## config.mk

```make
export PLATFORM = sky130hd
export DESIGN_NAME = fp_instr_encoder
export DESIGN_NICKNAME = d
export VERILOG_FILES = /design/src/rtl/fp_instr_encoder.sv
export SDC_FILE = /design/constraint.sdc
export NUM_CORES = 1
export LEC_CHECK = 0
export CORE_MARGIN = 1.5
export CORE_UTILIZATION = 35
export DETAILED_ROUTE_END_ITERATION = 8
export SLEW_MARGIN = 20
export SYNTH_ARGS = -nofsm -noshare
export SYNTH_HDL_FRONTEND = slang
export SYNTH_SLANG_ARGS = --single-unit
```

## constraint.sdc

```tcl
create_clock -name clk -period 6.02 [get_ports clk]
set_clock_uncertainty 0.15 [all_clocks]
set_input_delay 1.204 -clock clk [delete_from_list [all_inputs] [get_ports clk]]
set_output_delay 1.204 -clock clk [all_outputs]
set_load 0.01 [all_outputs]
```

## src/rtl/fp_instr_encoder.sv

```systemverilog
// RV32F field-to-word encoder with legality check, output FIFO and saturating stats.
// Illegal requests are queued as a zero word flagged out_illegal, so request order is kept.
module fp_instr_encoder #(
  parameter int DEPTH = 4,
  parameter int CNT_W = 16
) (
  input  logic             clk,
  input  logic             rst_n,
  input  logic             in_valid,
  output logic             in_ready,
  input  logic [6:0]       fp_op,
  input  logic [6:0]       func,
  input  logic [1:0]       fmt,
  input  logic [4:0]       rs1,
  input  logic [4:0]       rs2,
  input  logic [4:0]       rs3,
  input  logic [4:0]       rd,
  input  logic [11:0]      offset,
  input  logic [2:0]       rm,
  output logic             out_valid,
  input  logic             out_ready,
  output logic [31:0]      out_instr,
  output logic             out_illegal,
  output logic [CNT_W-1:0] enc_count,
  output logic [CNT_W-1:0] illegal_count
);
  localparam int AW = $clog2(DEPTH);
  localparam int PW = AW + 1;

  localparam logic [6:0] OP_FLW    = 7'h07;
  localparam logic [6:0] OP_FSW    = 7'h27;
  localparam logic [6:0] OP_FMADD  = 7'h43;
  localparam logic [6:0] OP_FMSUB  = 7'h47;
  localparam logic [6:0] OP_FNMSUB = 7'h4B;
  localparam logic [6:0] OP_FNMADD = 7'h4F;
  localparam logic [6:0] OP_FP     = 7'h53;

  localparam logic [6:0] F_FADD    = 7'h00;
  localparam logic [6:0] F_FSUB    = 7'h04;
  localparam logic [6:0] F_FMUL    = 7'h08;
  localparam logic [6:0] F_FDIV    = 7'h0C;
  localparam logic [6:0] F_FSQRT   = 7'h2C;
  localparam logic [6:0] F_FSGNJ   = 7'h10;
  localparam logic [6:0] F_FMINMAX = 7'h14;
  localparam logic [6:0] F_FCVT_W  = 7'h60;
  localparam logic [6:0] F_FCVT_S  = 7'h68;
  localparam logic [6:0] F_FMV_X_W = 7'h70;
  localparam logic [6:0] F_COMPARE = 7'h50;
  localparam logic [6:0] F_FMV_W_X = 7'h78;

  logic [PW-1:0]    r_wr_ptr;
  logic [PW-1:0]    r_rd_ptr;
  logic [32:0]      r_mem [DEPTH];
  logic [CNT_W-1:0] r_enc_count;
  logic [CNT_W-1:0] r_illegal_count;

  logic        w_full;
  logic        w_empty;
  logic        w_push;
  logic        w_pop;
  logic        w_illegal;
  logic        w_rm_bad;
  logic [31:0] w_word;
  logic [31:0] w_instr;

  assign w_empty = (r_wr_ptr == r_rd_ptr);
  assign w_full  = (r_wr_ptr[AW] != r_rd_ptr[AW]) &&
                   (r_wr_ptr[AW-1:0] == r_rd_ptr[AW-1:0]);
  assign w_push  = in_valid && !w_full;
  assign w_pop   = !w_empty && out_ready;
  assign w_rm_bad = (rm == 3'b101) || (rm == 3'b110);

  always_comb begin
    w_word    = 32'h0;
    w_illegal = 1'b0;
    case (fp_op)
      OP_FLW: w_word = {offset, rs1, 3'b010, rd, fp_op};
      OP_FSW: w_word = {offset[11:5], rs2, rs1, 3'b010, offset[4:0], fp_op};
      OP_FMADD, OP_FMSUB, OP_FNMSUB, OP_FNMADD: begin
        w_word    = {rs3, fmt, rs2, rs1, rm, rd, fp_op};
        w_illegal = (fmt != 2'b00) || w_rm_bad;
      end
      OP_FP: begin
        w_word = {func, rs2, rs1, rm, rd, fp_op};
        case (func)
          F_FADD, F_FSUB, F_FMUL, F_FDIV: w_illegal = w_rm_bad;
          F_FSQRT:             w_illegal = w_rm_bad || (rs2 != 5'd0);
          F_FSGNJ, F_COMPARE:  w_illegal = (rm > 3'b010);
          F_FMINMAX, F_FMV_X_W: w_illegal = (rm > 3'b001);
          F_FMV_W_X:           w_illegal = (rm != 3'b000) || (rs2 != 5'd0);
          F_FCVT_W, F_FCVT_S:  w_illegal = w_rm_bad || (rs2 > 5'd1);
          default:             w_illegal = 1'b1;
        endcase
      end
      default: w_illegal = 1'b1;
    endcase
  end

  assign w_instr = w_illegal ? 32'h0 : w_word;

  // Storage needs no reset: the head is masked to zero whenever the FIFO is empty.
  always_ff @(posedge clk) begin
    if (w_push) r_mem[r_wr_ptr[AW-1:0]] <= {w_illegal, w_instr};
  end

  always_ff @(posedge clk or negedge rst_n) begin
    if (!rst_n) begin
      r_wr_ptr        <= '0;
      r_rd_ptr        <= '0;
      r_enc_count     <= '0;
      r_illegal_count <= '0;
    end else begin
      if (w_push) begin
        r_wr_ptr <= r_wr_ptr + PW'(1);
        if (w_illegal) begin
          if (r_illegal_count != '1) r_illegal_count <= r_illegal_count + CNT_W'(1);
        end else begin
          if (r_enc_count != '1) r_enc_count <= r_enc_count + CNT_W'(1);
        end
      end
      if (w_pop) r_rd_ptr <= r_rd_ptr + PW'(1);
    end
  end

  assign in_ready      = !w_full;
  assign out_valid     = !w_empty;
  assign out_instr     = w_empty ? 32'h0 : r_mem[r_rd_ptr[AW-1:0]][31:0];
  assign out_illegal   = w_empty ? 1'b0  : r_mem[r_rd_ptr[AW-1:0]][32];
  assign enc_count     = r_enc_count;
  assign illegal_count = r_illegal_count;
endmodule
```

==> impl_metrics.yaml <==
cts:
  cts_setup_buffers: 0
  cts_resized: 0
  cts.sinks: 170
  path_clk_slew_ns: 0.06
  cts_buffer_depth: 2
  post_cts_hold_buffer_count: 0
  clockRootBuffer: "sky130_fd_sc_hd__clkbuf_16"
  cts_tree: "yes"
  insertion_delay_ns: 0.42
  ctsHtreeMaxLevel: 4
  cts_made_buffers: 17
final_layout:
  layoutNonFillerInstCount: 918
  drive_gt1_share_pct: 13.7
  final_util_pct: 45.6
  nets: 691
  filler_cell_count_in_the_final_layout: 1879
  syn2layout_area_growth_pct: 26.4
synthesis:
  synthesis_warning_total: 0
  synthesis.area_per_instance_um2: 15.0
  synthCells: 510
  most_frequently_used_flop_master_after_synthesis: "sky130_fd_sc_hd__edfxtp_1"
  dominant_cell_by_count_in_the_synthesized_netlist: "sky130_fd_sc_hd__edfxtp_1"
  yosys-top-cells-area: "sky130_fd_sc_hd__edfxtp_1 (52%), sky130_fd_sc_hd__dfrtp_1 (12%), sky130_fd_sc_hd__mux4_2 (9.7%)"
  synth.cells.most_frequent: "sky130_fd_sc_hd__edfxtp_1 (132), sky130_fd_sc_hd__dfrtp_1 (38), sky130_fd_sc_hd__nor2b_1 (35)"
  sequential_to_total_area_share_from_yosys_stat_pct: 64.3
  netlist.top_cell.by_area: "sky130_fd_sc_hd__edfxtp_1"
  synthDistinctLibCells: 51
  synthesis.area_um2: 7650
  share_of_flip_flops_with_an_asynchronous_set_or_reset_after_synthesis_pct: 22.4
  synth_nets: 572
  synth_seq_cells: 170
  yosys.area.top_type_share_pct: 51.8
  synth-edff-count: 132
worst_setup_path:
  worst_ep_arrival_time_ns: 4.35
  regToRegSetupSlack_ns: 3.53
  timing.critical_path.required_ns: 6.08
  timing.critical_path.fanout_max: 41
  crit_path_max_incr_delay_ns: 0.58
  critPathTopFamily: "simple AND/OR/NAND/NOR gates"
  crit_type: "input port to flip-flop"
  cp.buffers_inverters: 2
  cp_slowest_cell: "sky130_fd_sc_hd__nor3_2"
  worst_path_cell_chain: "clkdlybuf4s50_1 > nor4b_2 > and3_1 > o32ai_1 > a41oi_1 > nor2b_1 > inv_2 > nor3_2 > o2bb2ai_1"
  end_kind: "flip-flop"
  rr_worst_depth: 7
  critPathLaunchType: "input port"
  cp.depth: 9
global_route:
  vias_in_the_first_global_route: 5152
  grt_start_max_net_pins: 42
  initial_antenna_violation_count: 0
  grt_remaining_overflow: 0
  globalRouteTotalUtil_pct: 16.8
  global_route_wire_length_before_repair_um: 28200
power:
  p_int_w: 0.00286
  p_per_area_nw_per_um2: 431
  static-leakage-power_nw: 3.52
  seq_power_share_pct: 38.4
  clkPwrFrac_pct: 25.1
  share_of_power_burned_in_combinational_logic_pct: 36.5
  p_sw_w: 0.00130
  swShare_pct: 31.3
  vdd.ir_drop.worst_v: 0.000215
timing:
  timing.hold.ws_ns: 0.339
  slew_headroom_pct: 36.2
  period_needed_ns: 4.28
  setup-violations-final: 0
  finalCritPeriodShare_pct: 71.2
  drv_slew: 0
  tightest_slew_ns: 0.957
  unrepaired_setup_endpoints_after_global_routing: "no"
  fin_tns_setup_ns: 0
  timing.fmax_ghz: 0.233
  report.final.hold_viol_count: 0
floorplan:
  die_h_um: 151
  fp.dieW_um: 151
  io_pins: 122
  coreArea_um2: 21200
  rows: 53
  die_area_um2: 22700
  starting_density_of_the_core_pct: 36.0
min_path:
  min_path_type: "flip-flop to flip-flop"
  min_delay_path_depth: 1
placement:
  placement.io_buffers: 121
  routabilityCongestion: 0.817
  place_inst: 885
  dpl.hpwl_um: 11900
drt:
  drt_pre_antenna_iters: 4
  wl_per_cell_um: 19.6
  drc_viols: 0
  drt-initial-drc-count: 252
  ant_nets: 0
  routed-via-count: 4798
  totalWireLength_um: 18000
  dr_vias_cell: 5.23
run:
  maxCapViolations: 0
outcome:
  status: "finished clean"
[worst paths after layout]
kind / startpoint / to
max in group asynchronous: rst_n / r_rd_ptr[0]$_DFFE_PN0P_
min in group asynchronous: rst_n / r_rd_ptr[2]$_DFFE_PN0P_
max reg2reg: r_rd_ptr[0]$_DFFE_PN0P_ / enc_count[11]$_DFFE_PN0P_
min: enc_count[9]$_DFFE_PN0P_ / enc_count[9]$_DFFE_PN0P_
min reg2reg: enc_count[9]$_DFFE_PN0P_ / enc_count[9]$_DFFE_PN0P_
max: fp_op[4] / r_mem[2][8]$_DFFE_PP_
[flip-flops by register name, summed over array words and instances (netlist names)]
name,flops
r_mem,132
r_wr_ptr,3
r_rd_ptr,3
enc_count,16
illegal_count,16
[final cells by class]
| class | instances | area, um^2 | share of cell area (%) |
|---|---|---|---|
| timing repair buffer | 125 | 1240 | 12.8 |
| tap | 275 | 344 | 3.56 |
| clock buffer | 21 | 450 | 4.66 |
| sequential | 170 | 4920 | 50.8 |
| clock inverter | 11 | 111 | 1.15 |
| multi-input combinational | 306 | 2580 | 26.6 |
| inverter | 9 | 33.8 | 0.349 |
| antenna | 1 | 2.50 | 0.0259 |
[logic make-up after synthesis]
group | share of synthesized area, %
fa+ha+maj | 1.15
compound gates | 3.98
mux | 11.3
flops | 64.3
xor+xnor | 3.89
buf+inv | 2.16
simple gates | 13.3
[routing by layer]
layer	track usage, %	part of all wire [%]	wire length, um
met1	20.6	42	7470
met5	0	0	0
met2	28.7	51	9140
met4	6.94	2.1	374
met3	3.46	5.5	997
[power by group through the flow]
stage | Sequential (W) | Combinational [W] | Clock [W]
floorplan | 0.00159 | 0.000857 | 0
global placement | 0.00161 | 0.00156 | 0
detailed placement | 0.00163 | 0.00156 | 0
CTS | 0.00160 | 0.00156 | 0.00107
global route | 0.00162 | 0.00165 | 0.00111
finish | 0.00160 | 0.00152 | 0.00105
[per-stage QoR]
step	cell area (um^2)	setup slack, ns	power [W]
final	9670	1.74	0.00416
after global routing	9670	1.37	0.00438
after CTS	9670	1.72	0.00424
after detailed placement	9110	1.36	0.00319
after global placement	9110	1.46	0.00317
after floorplan	7650	2.75	0.00245
[placed cells by master (no fill, tap or decap), types with 3 or more instances in the layout]
master,synthesis,routed
sky130_fd_sc_hd__nand4_1,8,8
sky130_fd_sc_hd__o2bb2ai_1,5,5
sky130_fd_sc_hd__clkdlybuf4s50_1,0,120
sky130_fd_sc_hd__nor2_1,27,26
sky130_fd_sc_hd__edfxtp_1,132,132
sky130_fd_sc_hd__clkbuf_1,10,3
sky130_fd_sc_hd__xor2_1,22,22
sky130_fd_sc_hd__nand2b_1,3,3
sky130_fd_sc_hd__mux4_2,33,33
sky130_fd_sc_hd__and2_1,9,9
sky130_fd_sc_hd__dfrtp_1,38,37
sky130_fd_sc_hd__ha_1,7,7
sky130_fd_sc_hd__nand3_1,25,25
sky130_fd_sc_hd__clkbuf_16,0,17
sky130_fd_sc_hd__xnor2_1,12,12
sky130_fd_sc_hd__nor2b_1,35,35
sky130_fd_sc_hd__inv_6,0,5
sky130_fd_sc_hd__and3_1,12,8
sky130_fd_sc_hd__nor3_1,13,13
sky130_fd_sc_hd__nand2_1,27,27
sky130_fd_sc_hd__a22oi_1,10,10
sky130_fd_sc_hd__buf_4,4,4
sky130_fd_sc_hd__a21oi_1,10,10
sky130_fd_sc_hd__nor4_1,4,4
sky130_fd_sc_hd__inv_1,7,7
sky130_fd_sc_hd__nor4_2,5,5
sky130_fd_sc_hd__o21ai_0,5,5
sky130_fd_sc_hd__mux2i_1,5,5
sky130_fd_sc_hd__mux2_1,5,5
sky130_fd_sc_hd__and3_2,0,4
(Power assumes the default switching activity.)
==> RTL edit 1: new RTL, same settings <==
Register the output `illegal_count` once more; this adds one clock of latency there. The other outputs are not delayed to match.
--- a/src/rtl/fp_instr_encoder.sv
+++ b/src/rtl/fp_instr_encoder.sv
@@ -128,4 +128,6 @@
   assign out_illegal   = w_empty ? 1'b0  : r_mem[r_rd_ptr[AW-1:0]][32];
   assign enc_count     = r_enc_count;
-  assign illegal_count = r_illegal_count;
+  always_ff @(posedge clk) begin
+    illegal_count <= r_illegal_count;
+  end
 endmodule
Function: changed (Yosys sat finds a counterexample within 4 cycles, from zero or initial values and one cycle with rst_n low).
==> RTL edit 1 against the unedited design <==
  * Wire length grew 5.5%
  * Cell area grew 4.2%
  * Power grew 4.0%
  * Sequential cell count grew 16
  * Critical path type unchanged
  * Largest cell class unchanged
  * Critical endpoint is now r_mem[3][23]$_DFFE_PP_
  * Area after synthesis grew 4.9%
  * Synthesized cell count grew 0.39%
  * Worst setup slack gained 0.0099 ns
==> RTL edit 1: results (changes against the unedited design) <==
{
  "avgViaCountPerCell": {"value": 5.19, "change": "was 5.23"},
  "asyncSetResetFlopFracSynth": {"value": 20.4, "unit": "%", "change": "was 22.4%"},
  "post_synthesis_mux_area_share": {"value": 9.87, "unit": "%", "change": "was 11.3%"},
  "finish.net_count": {"value": 693, "change": "was 691"},
  "worst_ir_drop_vdd": {"value": 224, "unit": "uV", "change": "was 215 uV"},
  "slew_headroom": {"value": 27.8, "unit": "%", "change": "was 36.2%"},
  "crit_fanout": {"value": 26, "change": "was 41"},
  "place_hpwl": {"value": 12300, "unit": "microns", "change": "was 11900 microns"},
  "synth-compound-area-share": {"value": 6.50, "unit": "%", "change": "was 3.98%"},
  "sw_frac_of_total": {"value": 31.1, "unit": "%", "change": "was 31.3%"},
  "synthesis.area_per_instance": {"value": 15.7, "unit": "sq um", "change": "was 15.0 sq um"},
  "first_global_vias": {"value": 5246, "change": "was 5152"},
  "leakagePower": {"value": 3.65, "unit": "nW", "change": "was 3.52 nW"},
  "synth.lib_cells_used.distinct": {"value": 62, "change": "was 51"},
  "routed_wire_length_per_instance": {"value": 20.4, "unit": "microns", "change": "was 19.6 microns"},
  "yosys.area_share.adder": {"value": 1.09, "unit": "%", "change": "was 1.15%"},
  "syn_nets": {"value": 574, "change": "was 572"},
  "drtIter0Drc": {"value": 225, "change": "was 252"},
  "post_synth_xor_area_fraction": {"value": 4.04, "unit": "%", "change": "was 3.89%"},
  "layout-drive-gt1-share": {"value": 14.8, "unit": "%", "change": "was 13.7%"},
  "synthTopCellsByArea": {"value": "sky130_fd_sc_hd__edfxtp_1 (49%), sky130_fd_sc_hd__dfrtp_1 (12%), sky130_fd_sc_hd__mux4_2 (9.0%), sky130_fd_sc_hd__dfxtp_1 (4.0%), sky130_fd_sc_hd__and2_1 (3.8%)", "change": "was sky130_fd_sc_hd__edfxtp_1 (52%), sky130_fd_sc_hd__dfrtp_1 (12%), sky130_fd_sc_hd__mux4_2 (9.7%), sky130_fd_sc_hd__nor2b_1 (2.9%), sky130_fd_sc_hd__xor2_1 (2.5%)"},
  "place_inst": {"value": 897, "change": "was 885"},
  "synth.cells.most_frequent": {"value": "sky130_fd_sc_hd__edfxtp_1 (132), sky130_fd_sc_hd__and2_1 (49), sky130_fd_sc_hd__dfrtp_1 (38)", "change": "was sky130_fd_sc_hd__edfxtp_1 (132), sky130_fd_sc_hd__dfrtp_1 (38), sky130_fd_sc_hd__nor2b_1 (35)"},
  "status": {"value": "completed", "change": "unchanged"},
  "grt.total_usage": {"value": 16.4, "unit": "%", "change": "was 16.8%"},
  "maximum_number_of_pins_on_one_net_before_global_route_repair": {"value": 39, "change": "was 42"}
}
RTL edit 1: area by class of cell:
type,count,area (sq um),share of cell area (%)
tap,285,357,3.54
multi-input combinational,295,2650,26.2
timing repair buffer,125,1240,12.3
clock buffer,17,425,4.22
inverter,6,22.5,0.223
sequential,186,5240,51.9
clock inverter,15,156,1.55
antenna,1,2.50,0.0248
RTL edit 1: layer usage:
layer	vias up	wire length, microns	track usage (%)
li1	2204	-	-
met1	2449	8010	20.6
met2	160	9600	28.1
met3	13	1210	4.37
met4	0	153	4.49
met5	-	0	0
RTL edit 1: kinds of logic after synthesis:
logic type	after synthesis
buf+inv	31
mux	37
simple gates	157
fa+ha+maj	7
compound gates	57
xor+xnor	37
flops	186
RTL edit 1: critical path, cell delays in order:
cell	delay (ns)
sky130_fd_sc_hd__clkdlybuf4s50_1	0.73
sky130_fd_sc_hd__nor2b_2	0.27
sky130_fd_sc_hd__a2111oi_4	0.08
sky130_fd_sc_hd__a32o_2	0.32
sky130_fd_sc_hd__o31ai_4	0.93
sky130_fd_sc_hd__and2_1	0.33
sky130_fd_sc_hd__inv_2	0.18
sky130_fd_sc_hd__nor2_1	0.28
RTL edit 1: power groups by stage:
stage	Combinational, mW	Clock [mW]	Sequential [mW]
after detailed placement	1.58	0	1.73
after CTS	1.58	1.13	1.70
after global placement	1.57	0	1.72
final	1.53	1.10	1.70
after floorplan	0.861	0	1.72
after global routing	1.67	1.17	1.72
RTL edit 1: worst paths after layout:
| kind | start | endpoint | slack, ns | cells past startpoint |
|---|---|---|---|---|
| max in group asynchronous | rst_n | r_rd_ptr[0]$_DFFE_PN0P_ | 4.37 | 1 |
| min in group asynchronous | rst_n | r_illegal_count[1]$_DFFE_PN0P_ | 0.75 | 1 |
| worst min-delay path | r_illegal_count[1]$_DFFE_PN0P_ | illegal_count[1]$_DFF_P_ | 0.27 | 0 |
| worst min register to register | r_illegal_count[1]$_DFFE_PN0P_ | illegal_count[1]$_DFF_P_ | 0.27 | 0 |
| worst max register to register | r_wr_ptr[2]$_DFFE_PN0P_ | enc_count[1]$_DFFE_PN0P_ | 3.27 | 6 |
| worst max-delay path | func[5] | r_mem[3][23]$_DFFE_PP_ | 1.75 | 8 |
RTL edit 1: metrics by stage:
| stage | setup WS, ns | hold slack (ns) | utilization (%) |
|---|---|---|---|
| 5_1_grt | 1.51 | 0.296 | 44.7 |
| 4_1_cts | 1.79 | 0.273 | 44.7 |
| 3_3_place_gp | 1.51 | 0.248 | 42.1 |
| 2_1_floorplan | 2.88 | 0.227 | - |
| 6_report | 1.75 | 0.271 | 44.7 |
| 3_5_place_dp | 1.35 | 0.254 | 42.1 |
==> RTL edit 2: new RTL, same settings <==
Without the edit above. The parameter `CNT_W` goes from 16 to 24.
--- a/src/rtl/fp_instr_encoder.sv
+++ b/src/rtl/fp_instr_encoder.sv
@@ -3,5 +3,5 @@
 module fp_instr_encoder #(
   parameter int DEPTH = 4,
-  parameter int CNT_W = 16
+  parameter int CNT_W = 24
 ) (
   input  logic             clk,
Interface: changed (resized enc_count and illegal_count); port bits go from 122 to 138. No check against the original RTL was run, so the function may have changed too.
==> RTL edit 2 against the unedited design <==
  * Sequential power rose by 9%
  * Non-clock buffer count is 18 higher
  * Worst setup slack got worse by 0.039 ns
  * Register-to-register slack lost 0.73 ns
  * Cell area rose by 11%
  * Fmax shrank 0.90%
  * Sequential share of layout area shrank 1.2 points
  * Area after synthesis is 11% higher
  * Wire length grew 14%
  * Via count increased by 10%
  * Final cell count is 12% higher
  * Power increased by 2.6%
  * Critical path depth is 3 lower
  * Sequential cell count up 16
  * Critical path type is now flop to primary output
  * Largest cell class unchanged
  * Highest routed layer unchanged
==> RTL edit 2: results (changes against the unedited design) <==
{
  "finish.net_count": {"value": 759, "change": "was 691"},
  "drtIter0Drc": {"value": 291, "change": "was 252"},
  "layout-drive-gt1-share": {"value": 14.4, "unit": "%", "change": "was 13.7%"},
  "min-delay-start": {"value": "r_wr_ptr[2]$_DFFE_PN0P_", "change": "was enc_count[9]$_DFFE_PN0P_"},
  "asyncSetResetFlopFracSynth": {"value": 29.0, "unit": "%", "change": "was 22.4%"},
  "place.gp.congestion": {"value": 0.828, "change": "was 0.817"},
  "synthTopCellsByArea": {"value": "sky130_fd_sc_hd__edfxtp_1 (47%), sky130_fd_sc_hd__dfrtp_1 (16%), sky130_fd_sc_hd__mux4_2 (8.8%), sky130_fd_sc_hd__and2_1 (3.3%), sky130_fd_sc_hd__xnor2_1 (3.3%)", "change": "was sky130_fd_sc_hd__edfxtp_1 (52%), sky130_fd_sc_hd__dfrtp_1 (12%), sky130_fd_sc_hd__mux4_2 (9.7%), sky130_fd_sc_hd__nor2b_1 (2.9%), sky130_fd_sc_hd__xor2_1 (2.5%)"},
  "synth.lib_cells_used.distinct": {"value": 63, "change": "was 51"},
  "worst_ir_drop_vdd": {"value": 207, "unit": "uV", "change": "was 215 uV"},
  "place_hpwl": {"value": 13800, "unit": "microns", "change": "was 11900 microns"},
  "gr-usage-met1": {"value": 21.1, "unit": "%", "change": "was 20.6%"},
  "status": {"value": "completed", "change": "unchanged"},
  "synth.cells.most_frequent": {"value": "sky130_fd_sc_hd__edfxtp_1 (132), sky130_fd_sc_hd__dfrtp_1 (54), sky130_fd_sc_hd__and2_1 (45)", "change": "was sky130_fd_sc_hd__edfxtp_1 (132), sky130_fd_sc_hd__dfrtp_1 (38), sky130_fd_sc_hd__nor2b_1 (35)"},
  "wire_length_of_the_first_global_routing_pass": {"value": 31200, "unit": "microns", "change": "was 28200 microns"},
  "leakagePower": {"value": 3.92, "unit": "nW", "change": "was 3.52 nW"},
  "fill_cells": {"value": 2117, "change": "was 1879"},
  "maximum_number_of_pins_on_one_net_before_global_route_repair": {"value": 55, "change": "was 42"},
  "crit_fanout": {"value": 36, "change": "was 41"},
  "groute.layer.met3.usage": {"value": 4.98, "unit": "%", "change": "was 3.46%"},
  "critical-path-slowest-cell": {"value": "sky130_fd_sc_hd__dfrtp_1", "change": "was sky130_fd_sc_hd__nor3_2"},
  "detailroute.via_count": {"value": 5296, "change": "was 4798"},
  "timing.critical_path.from_type": {"value": "flop", "change": "was input pin"},
  "routed_wire_length_per_instance": {"value": 20.0, "unit": "microns", "change": "was 19.6 microns"},
  "first_global_vias": {"value": 5635, "change": "was 5152"},
  "cp-startpoint": {"value": "r_rd_ptr[1]$_DFFE_PN0P_", "change": "was fp_op[4]"},
  "crit_family": {"value": "buffers and inverters", "change": "was simple AND/OR/NAND/NOR gates"}
}
## RTL edit 2: stage by stage
stage | worst slack (ns) | std cells | utilization, %
2_1_floorplan | 2.93 | 560 | -
3_3_place_gp | 1.68 | 997 | 42.9
3_5_place_dp | 1.63 | 997 | 42.9
4_1_cts | 1.53 | 1028 | 45.3
5_1_grt | 1.55 | 1028 | 45.3
6_report | 1.70 | 1030 | 45.4
## RTL edit 2: logic make-up (layout without fill, tap and decap cells)
family / Yosys count / after routing / share of synthesized area [%]
fa+ha+maj: 7 / 7 / 1.03
other cells: 0 / 2 / 0
mux: 37 / 37 / 9.31
compound gates: 40 / 40 / 4.05
flops: 186 / 186 / 62.8
xor+xnor: 53 / 53 / 5.57
buf+inv: 30 / 179 / 1.98
simple gates: 207 / 207 / 15.3
## RTL edit 2: where the power goes
part / internal, mW / switching (mW)
Sequential: 1.59 / 0.152
Combinational: 0.782 / 0.666
Clock: 0.581 / 0.498
Total: 2.95 / 1.32
## RTL edit 2: per-layer routing
layer  part of all wire [%]  wire (microns)
met1                     42            8570
met2                     49           10100
met3                    7.7            1580
met4                    1.3             260
met5                      0               0
## RTL edit 2: final timing paths
kind                                           endpoint  slack [ns]  cells past startpoint
min in group asynchronous  illegal_count[0]$_DFFE_PN0P_        0.76                      2
min                             r_wr_ptr[2]$_DFFE_PN0P_        0.35                      1
max reg2reg                illegal_count[1]$_DFFE_PN0P_        2.80                      7
max                                       out_instr[13]        1.70                      6
max in group asynchronous       r_rd_ptr[0]$_DFFE_PN0P_        4.44                      2
min reg2reg                     r_wr_ptr[2]$_DFFE_PN0P_        0.35                      1
## RTL edit 2: layout make-up
| class | count | area (sq um) | share of cell area, % |
|---|---|---|---|
| Antenna cell | 2 | 5.00 | 0.0467 |
| Clock buffer | 18 | 429 | 4.01 |
| Clock inverter | 13 | 135 | 1.26 |
| Inverter | 5 | 21.3 | 0.199 |
| Multi-Input combinational cell | 344 | 2990 | 27.9 |
| Sequential cell | 186 | 5320 | 49.7 |
| Tap cell | 319 | 399 | 3.73 |
| Timing Repair Buffer | 143 | 1410 | 13.2 |
